[config.mk]
export PLATFORM = sky130hd
export DESIGN_NAME = demux_dispatch_ctrl_flat
export DESIGN_NICKNAME = d
export VERILOG_FILES = /design/src/rtl/demux_dispatch_if.sv /design/src/rtl/demux_dispatch_ctrl.sv /design/src/flat_wrapper.sv
export SDC_FILE = /design/constraint.sdc
export NUM_CORES = 1
export LEC_CHECK = 0
export BUFFER_PORTS_ARGS = -buffer_cell sky130_fd_sc_hd__buf_2
export CAP_MARGIN = 10
export CORE_MARGIN = 2
export CORE_UTILIZATION = 47
export DETAILED_ROUTE_END_ITERATION = 6
export HOLD_SLACK_MARGIN = 0.15
export PLACE_DENSITY = 0.73
export SETUP_SLACK_MARGIN = 0.15
export SYNTH_ARGS = -nofsm -noshare
export SYNTH_HDL_FRONTEND = slang
export SYNTH_SLANG_ARGS = --single-unit
[constraint.sdc]
create_clock -name clk -period 2.6 [get_ports clk]
set_clock_uncertainty 0.1 [all_clocks]
set_input_delay 0.13 -clock clk [delete_from_list [all_inputs] [get_ports clk]]
set_output_delay 0.13 -clock clk [all_outputs]
set_load 0.02 [all_outputs]
[src/rtl/demux_dispatch_if.sv]
// ---------------------------------------------------------------------------
// demux_dispatch_if
// Word-stream bundle between the shared ingress stage, the dispatch
// controller and the four consumer channels.
//   in_valid/in_ready/in_data/in_last/in_dest : upstream packet stream
//   out_valid[3:0]/out_ready[3:0]             : one-hot per-channel handshake
//   out_data/out_last                         : shared payload to all channels
// Modports:
//   slave  : the dispatch controller (accepts upstream, drives downstream)
//   master : the environment (drives upstream, consumes downstream)
// ---------------------------------------------------------------------------
interface demux_dispatch_if #(
    parameter int DW = 8
);
    logic          in_valid;
    logic          in_ready;
    logic [DW-1:0] in_data;
    logic          in_last;
    logic [1:0]    in_dest;
    logic [3:0]    out_valid;
    logic [3:0]    out_ready;
    logic [DW-1:0] out_data;
    logic          out_last;

    modport slave (
        input  in_valid, in_data, in_last, in_dest, out_ready,
        output in_ready, out_valid, out_data, out_last
    );

    modport master (
        output in_valid, in_data, in_last, in_dest, out_ready,
        input  in_ready, out_valid, out_data, out_last
    );
endinterface

[src/rtl/demux_dispatch_ctrl.sv]
// ---------------------------------------------------------------------------
// demux_dispatch_ctrl
// Packet-level controller for the 1-to-4 demux. Each packet is routed to one
// channel (explicit in_dest or round-robin over enabled channels), the channel
// is held for the whole packet, and words pass through a one-entry output
// register tagged with its channel. Packets with no usable channel are
// swallowed and counted.
// Ports:
//   clk, rst    : clock (rising edge), asynchronous active-high reset
//   rr_mode     : 1 = round-robin choice, 0 = use in_dest (packet start only)
//   ch_en[3:0]  : per-channel enable mask (packet start only)
//   bus         : stream bundle, controller side (slave modport)
//   busy        : a packet is open (forwarding or dropping)
//   drop_count  : saturating count of dropped packets
// ---------------------------------------------------------------------------
module demux_dispatch_ctrl #(
    parameter int DW   = 8,
    parameter int CNTW = 8
) (
    input  logic             clk,
    input  logic             rst,
    input  logic             rr_mode,
    input  logic [3:0]       ch_en,
    demux_dispatch_if.slave  bus,
    output logic             busy,
    output logic [CNTW-1:0]  drop_count
);

    typedef enum logic [1:0] {
        IDLE = 2'd0,
        FWD  = 2'd1,
        DROP = 2'd2
    } state_t;

    state_t          state_q,    state_d;
    logic [1:0]      cur_ch_q,   cur_ch_d;
    logic [1:0]      rr_ptr_q,   rr_ptr_d;
    logic [CNTW-1:0] drop_cnt_q, drop_cnt_d;
    logic            full_q,     full_d;
    logic [1:0]      tag_q,      tag_d;
    logic [DW-1:0]   data_q,     data_d;
    logic            last_q,     last_d;

    // Round-robin search: rot_idx[k] is the channel k steps above rr_ptr.
    logic [1:0] rot_idx [4];
    logic [3:0] rot_en;
    logic [3:0] out_valid_w;

    genvar gi;
    generate
        for (gi = 0; gi < 4; gi++) begin : g_rot
            assign rot_idx[gi] = rr_ptr_q + 2'(gi);
            assign rot_en[gi]  = ch_en[rot_idx[gi]];
        end
        for (gi = 0; gi < 4; gi++) begin : g_onehot
            assign out_valid_w[gi] = full_q && (tag_q == 2'(gi));
        end
    endgenerate

    logic       rr_found;
    logic [1:0] rr_cand;
    logic [1:0] cand;
    logic       cand_ok;
    logic       drop_now;
    logic       out_fire;
    logic       in_ready_w;
    logic       accept;

    // Nearest enabled channel wins, so the lowest rotation offset is checked last.
    always_comb begin
        rr_found = |rot_en;
        rr_cand  = rr_ptr_q;
        if (rot_en[3]) rr_cand = rot_idx[3];
        if (rot_en[2]) rr_cand = rot_idx[2];
        if (rot_en[1]) rr_cand = rot_idx[1];
        if (rot_en[0]) rr_cand = rot_idx[0];
    end

    assign cand     = rr_mode ? rr_cand  : bus.in_dest;
    assign cand_ok  = rr_mode ? rr_found : ch_en[bus.in_dest];
    assign drop_now = (state_q == IDLE) && !cand_ok;
    assign out_fire = full_q && bus.out_ready[tag_q];

    // A word being discarded never touches the output register, so it can be
    // taken even while the register is stalled.
    assign in_ready_w = (state_q == DROP) || drop_now || !full_q || bus.out_ready[tag_q];
    assign accept     = bus.in_valid && in_ready_w;

    always_comb begin
        state_d    = state_q;
        cur_ch_d   = cur_ch_q;
        rr_ptr_d   = rr_ptr_q;
        drop_cnt_d = drop_cnt_q;
        full_d     = full_q;
        tag_d      = tag_q;
        data_d     = data_q;
        last_d     = last_q;

        if (out_fire) begin
            full_d = 1'b0;
        end

        if (accept) begin
            case (state_q)
                IDLE: begin
                    if (cand_ok) begin
                        cur_ch_d = cand;
                        tag_d    = cand;
                        full_d   = 1'b1;
                        data_d   = bus.in_data;
                        last_d   = bus.in_last;
                        if (rr_mode) begin
                            rr_ptr_d = cand + 2'd1;
                        end
                        if (!bus.in_last) begin
                            state_d = FWD;
                        end
                    end else begin
                        if (drop_cnt_q != '1) begin
                            drop_cnt_d = drop_cnt_q + CNTW'(1);
                        end
                        if (!bus.in_last) begin
                            state_d = DROP;
                        end
                    end
                end
                FWD: begin
                    tag_d  = cur_ch_q;
                    full_d = 1'b1;
                    data_d = bus.in_data;
                    last_d = bus.in_last;
                    if (bus.in_last) begin
                        state_d = IDLE;
                    end
                end
                DROP: begin
                    if (bus.in_last) begin
                        state_d = IDLE;
                    end
                end
                default: begin
                    state_d = IDLE;
                end
            endcase
        end
    end

    always_ff @(posedge clk or posedge rst) begin
        if (rst) begin
            state_q    <= IDLE;
            cur_ch_q   <= 2'd0;
            rr_ptr_q   <= 2'd0;
            drop_cnt_q <= '0;
            full_q     <= 1'b0;
            tag_q      <= 2'd0;
            data_q     <= '0;
            last_q     <= 1'b0;
        end else begin
            state_q    <= state_d;
            cur_ch_q   <= cur_ch_d;
            rr_ptr_q   <= rr_ptr_d;
            drop_cnt_q <= drop_cnt_d;
            full_q     <= full_d;
            tag_q      <= tag_d;
            data_q     <= data_d;
            last_q     <= last_d;
        end
    end

    assign bus.in_ready  = in_ready_w;
    assign bus.out_valid = out_valid_w;
    assign bus.out_data  = data_q;
    assign bus.out_last  = last_q;
    assign busy          = (state_q != IDLE);
    assign drop_count    = drop_cnt_q;

endmodule

[src/flat_wrapper.sv]
// flat-port wrapper written by rule: the top's interface ports become plain ports
module demux_dispatch_ctrl_flat 
#(
    parameter int DW   = 8,
    parameter int CNTW = 8
)
  (clk, rst, rr_mode, ch_en, busy, drop_count, bus_in_valid, bus_in_data, bus_in_last, bus_in_dest, bus_out_ready, bus_in_ready, bus_out_valid, bus_out_data, bus_out_last);
  demux_dispatch_if #(.DW(DW)) bus_i ();
  input  logic clk;
  input  logic rst;
  input  logic rr_mode;
  input  logic [3:0] ch_en;
  output logic busy;
  output logic [CNTW-1:0] drop_count;
  input wire logic [$bits(bus_i.in_valid)-1:0] bus_in_valid;
  input wire logic [$bits(bus_i.in_data)-1:0] bus_in_data;
  input wire logic [$bits(bus_i.in_last)-1:0] bus_in_last;
  input wire logic [$bits(bus_i.in_dest)-1:0] bus_in_dest;
  input wire logic [$bits(bus_i.out_ready)-1:0] bus_out_ready;
  output wire logic [$bits(bus_i.in_ready)-1:0] bus_in_ready;
  output wire logic [$bits(bus_i.out_valid)-1:0] bus_out_valid;
  output wire logic [$bits(bus_i.out_data)-1:0] bus_out_data;
  output wire logic [$bits(bus_i.out_last)-1:0] bus_out_last;
  assign bus_i.in_valid = bus_in_valid;
  assign bus_i.in_data = bus_in_data;
  assign bus_i.in_last = bus_in_last;
  assign bus_i.in_dest = bus_in_dest;
  assign bus_i.out_ready = bus_out_ready;
  assign bus_in_ready = bus_i.in_ready;
  assign bus_out_valid = bus_i.out_valid;
  assign bus_out_data = bus_i.out_data;
  assign bus_out_last = bus_i.out_last;
  demux_dispatch_ctrl #(.DW(DW), .CNTW(CNTW)) u_core (.clk(clk), .rst(rst), .rr_mode(rr_mode), .ch_en(ch_en), .bus(bus_i), .busy(busy), .drop_count(drop_count));
endmodule
==> key figures <==
Final layout
  • Final core utilization: 0.613
  • Final #Nets: 240
  • P&R area growth vs syn: 25.9%
  • Layout cells sized above 1: 0.302
  • Antenna Cells: 0
  • Fill count: 296

Pwr
  • Sw power: 0.000872 W
  • Switching Share: 0.436
  • Combinational power share: 0.518
  • Flop pwr share: 0.378
  • Power per Cell Area: 985 nW/um2
  • Worst VDD drop: 0.519 mV
  • P_int: 0.00113 W
  • Cell leakage power: around 0.94 nW
  • Clock Power Share: 0.103

Clocking
  • Worst skew pair latency: roughly 0.33 ns
  • Root Buffer: clkbuf_4
  • Number of buffers created by CTS: 3
  • Clock transition at path regs: 0.13 ns
  • H-tree depth: 1
  • Sink Count: 26
  • Clk buf depth: 2
  • CTS tree: yes

Floorplan
  • Die height: 62.6 um
  • Starting Density: 0.487
  • # IOs: 46
  • Num rows: 21
  • DIE WIDTH: 62.6 um
  • DIE AREA: 3920 um2
  • Area of the core: 3310 um2

Logic synthesis
  • Post-synth EDFFs: 0
  • Synthesized Nets: between 150 and 200
  • Primary FF master, synth: dfrtp_1
  • Synth top area share: 0.403
  • Seq cells post-synth: 26
  • Sequential fraction of the synthesis area: 0.403
  • Ys Warns: 0
  • Gate Count Post-Synth: 156
  • Mapped cell area: 1610 um2
  • Synth async-reset ratio: 1.00
  • Post-synth cell types: between 40 and 50
  • Top cells by area, synth: dfrtp_1 40%, mux2_1 6.3%, mux2_2 4.2%
  • Syn_area_per_cell: 10.3 um2
  • Leading area contributor after synthesis: dfrtp_1

Critical path
  • Critical Path Fanout Max: 13
  • Critical R2R Launch: u_core.rr_ptr_q[1]
  • Worst setup EP type: output port
  • Crit start category: flop
  • CP max-delay cell: dfrtp_1
  • R2R setup slack: 0.47 ns
  • Crit path DAT: around 2.1 ns
  • R2r endpoint: u_core.bus.out_data[3]
  • Reg2Reg Depth: 6
  • CP Class: flop to output port
  • Worst EP required: 2.37 ns
  • Max stage delay on crit path: roughly 0.53 ns
  • CP top delay family: compound AO/OA/AOI/OAI gates
  • Critical Path, Cell by Cell: a2111oi_0, a21oi_1, o21ai_2, a211o_1, buf_2
  • Worst Path Buf+Inv: 1

Global routing
  • Global-route usage over all layers: 0.203
  • Met2 Usage GRT: 0.360
  • Layer with the highest usage: met2
  • Met3 usage: 0.0360
  • Met1 Use GR: 0.246
  • Antenna violations before repair: 0
  • Largest net degree at the start of global routing: 27
  • First-pass GRT wire length: 6430 um
  • Gr ovfl total: 0
  • Vias in the first global route: 1457

STA
  • Max Clk Rate: ~440 MHz
  • Final hold violation count: 0
  • Fin crit period: approximately 2.3 ns
  • RSZ-0062 raised after global routing: false
  • Max-slew violation count: 0
  • Worst setup margin: about 0.31 ns
  • Fin crit share: 0.880
  • Max_slew headroom: 0.360
  • Final setup vio count: 0
  • Worst-Margin Slew: 0.959 ns
  • TNS Setup: 0 ns

Hold path
  • Hold Path Sink: u_core.cur_ch_q[0]
  • Hold Path Depth: 4
  • Hold Path Class: input pin to flop
  • Hold_sp: bus_in_dest[0]

Route
  • Vias/cell: 5.53
  • Routed WL per cell: 14.2 um
  • Detail Route Antenna Nets: 0
  • Routed via count: 1427
  • First-pass DRT Iterations: 4
  • Drt first-iter violations: between 70 and 80
  • Final wirelength: 3670 um
  • DRC Markers: 0

Placed design
  • Pre-CTS setup slack: 0.402 ns
  • Final HPWL DP: around 2700 um
  • Gp weighted congestion: 0.791
  • PortBufs: 45

Job
  • # Max-Cap Violations: 0

Status
  • Outcome: complete, no violations
==> placed cells by master, fill, tap and decap left out, types with 4 or more instances in the layout <==
cell	instances
buf_2	45
dfrtp_1	25
dlygate4sd3_1	12
mux2_1	9
nand3_1	9
nand2b_1	7
xnor2_1	7
nand2_1	6
a21oi_1	6
inv_1	6
mux2_2	6
nor2_1	5
nor2b_1	4
nand4_1	4
ha_1	4
==> per-stage QoR <==
step / instance area (um2) / hold WS [ns] / total power (W) / cells
4_1_cts: 2030 / 0.235 / 0.00201 / 258
2_1_floorplan: 1610 / 0.0700 / 0.00149 / 156
3_5_place_dp: 1870 / 0.256 / 0.00178 / 242
6_report: 2030 / 0.256 / 0.00200 / 258
3_3_place_gp: 1870 / 0.247 / 0.00173 / 242
5_1_grt: 2030 / 0.306 / 0.00216 / 258
==> state kept, by name (all words and copies together) (netlist names) <==
signal,cells
u_core.bus.out_data,8
u_core.drop_count,8
u_core.cur_ch_q,2
u_core.rr_ptr_q,2
u_core.state_q,2
u_core.tag_q,2
u_core.bus.out_last,1
u_core.full_q,1
==> layer usage <==
layer  vias up  wire [um]
met2        36       1830
met5         -          0
met1       687       1610
li1        699          -
met4         0         60
met3         5        163
==> Yosys cell counts (all sizes together) (4+ instances only) <==
cell type / count
nand2b: 7
nand4: 4
mux2: 15
dfrtp: 26
nand2: 6
xnor2: 7
nor2: 5
a21oi: 6
nand3: 9
nor2b: 4
buf: 6
inv: 6
ha: 4
o21ai: 6
==> repair_timing <==
item | in CTS | in global routing
hold endpoints to repair | 42 | 0
hold buffers | 12 | 0
resized for setup | 0 | 2
buffers inserted | 0 | 0
setup endpoints to repair | 0 | 1
==> worst max-delay path by stage <==
stage	startpoint	end	slack, ns	cells past startpoint
2_1_floorplan	u_core.state_q[0]	u_core.tag_q[1]	0.48	8
3_3_place_gp	u_core.rr_ptr_q[1]	u_core.drop_count[1]	0.49	5
3_5_place_dp	u_core.rr_ptr_q[1]	u_core.drop_count[1]	0.40	5
4_1_cts	u_core.rr_ptr_q[1]	bus_in_ready	0.17	5
5_1_grt	u_core.rr_ptr_q[1]	bus_in_ready	0.18	5
6_report	u_core.rr_ptr_q[1]	bus_in_ready	0.31	5
==> cell families after synthesis <==
family / synth area share
compound gates: 0.157
xor+xnor: 0.0380
fa+ha+maj: 0.0310
buf+inv: 0.0442
flops: 0.403
mux: 0.137
simple gates: 0.189
==> power by group through the flow <==
| stage | clock network (W) | logic, W | registers (W) |
|---|---|---|---|
| 5_1_grt | 0.000228 | 0.00114 | 0.000788 |
| 3_3_place_gp | 0 | 0.000986 | 0.000740 |
| 2_1_floorplan | 0 | 0.000666 | 0.000829 |
| 3_5_place_dp | 0 | 0.00102 | 0.000757 |
| 6_report | 0.000207 | 0.00104 | 0.000757 |
| 4_1_cts | 0.000218 | 0.00104 | 0.000751 |
==> tightest hold or removal path: stages <==
cell and delay [ns]:
buf_2 0.10, nor2_1 0.09, nor3_1 0.19, mux2_2 0.16
==> cell type report <==
type,instances,area (um2),share of cell area
inverter,6,22.5,0.0111
multi-input combinational,116,895,0.441
tap,46,57.6,0.0283
sequential,26,652,0.321
timing repair buffer,60,368,0.181
clock buffer,4,36.3,0.0179
No activity file was read; power rests on OpenSTA's default activity.
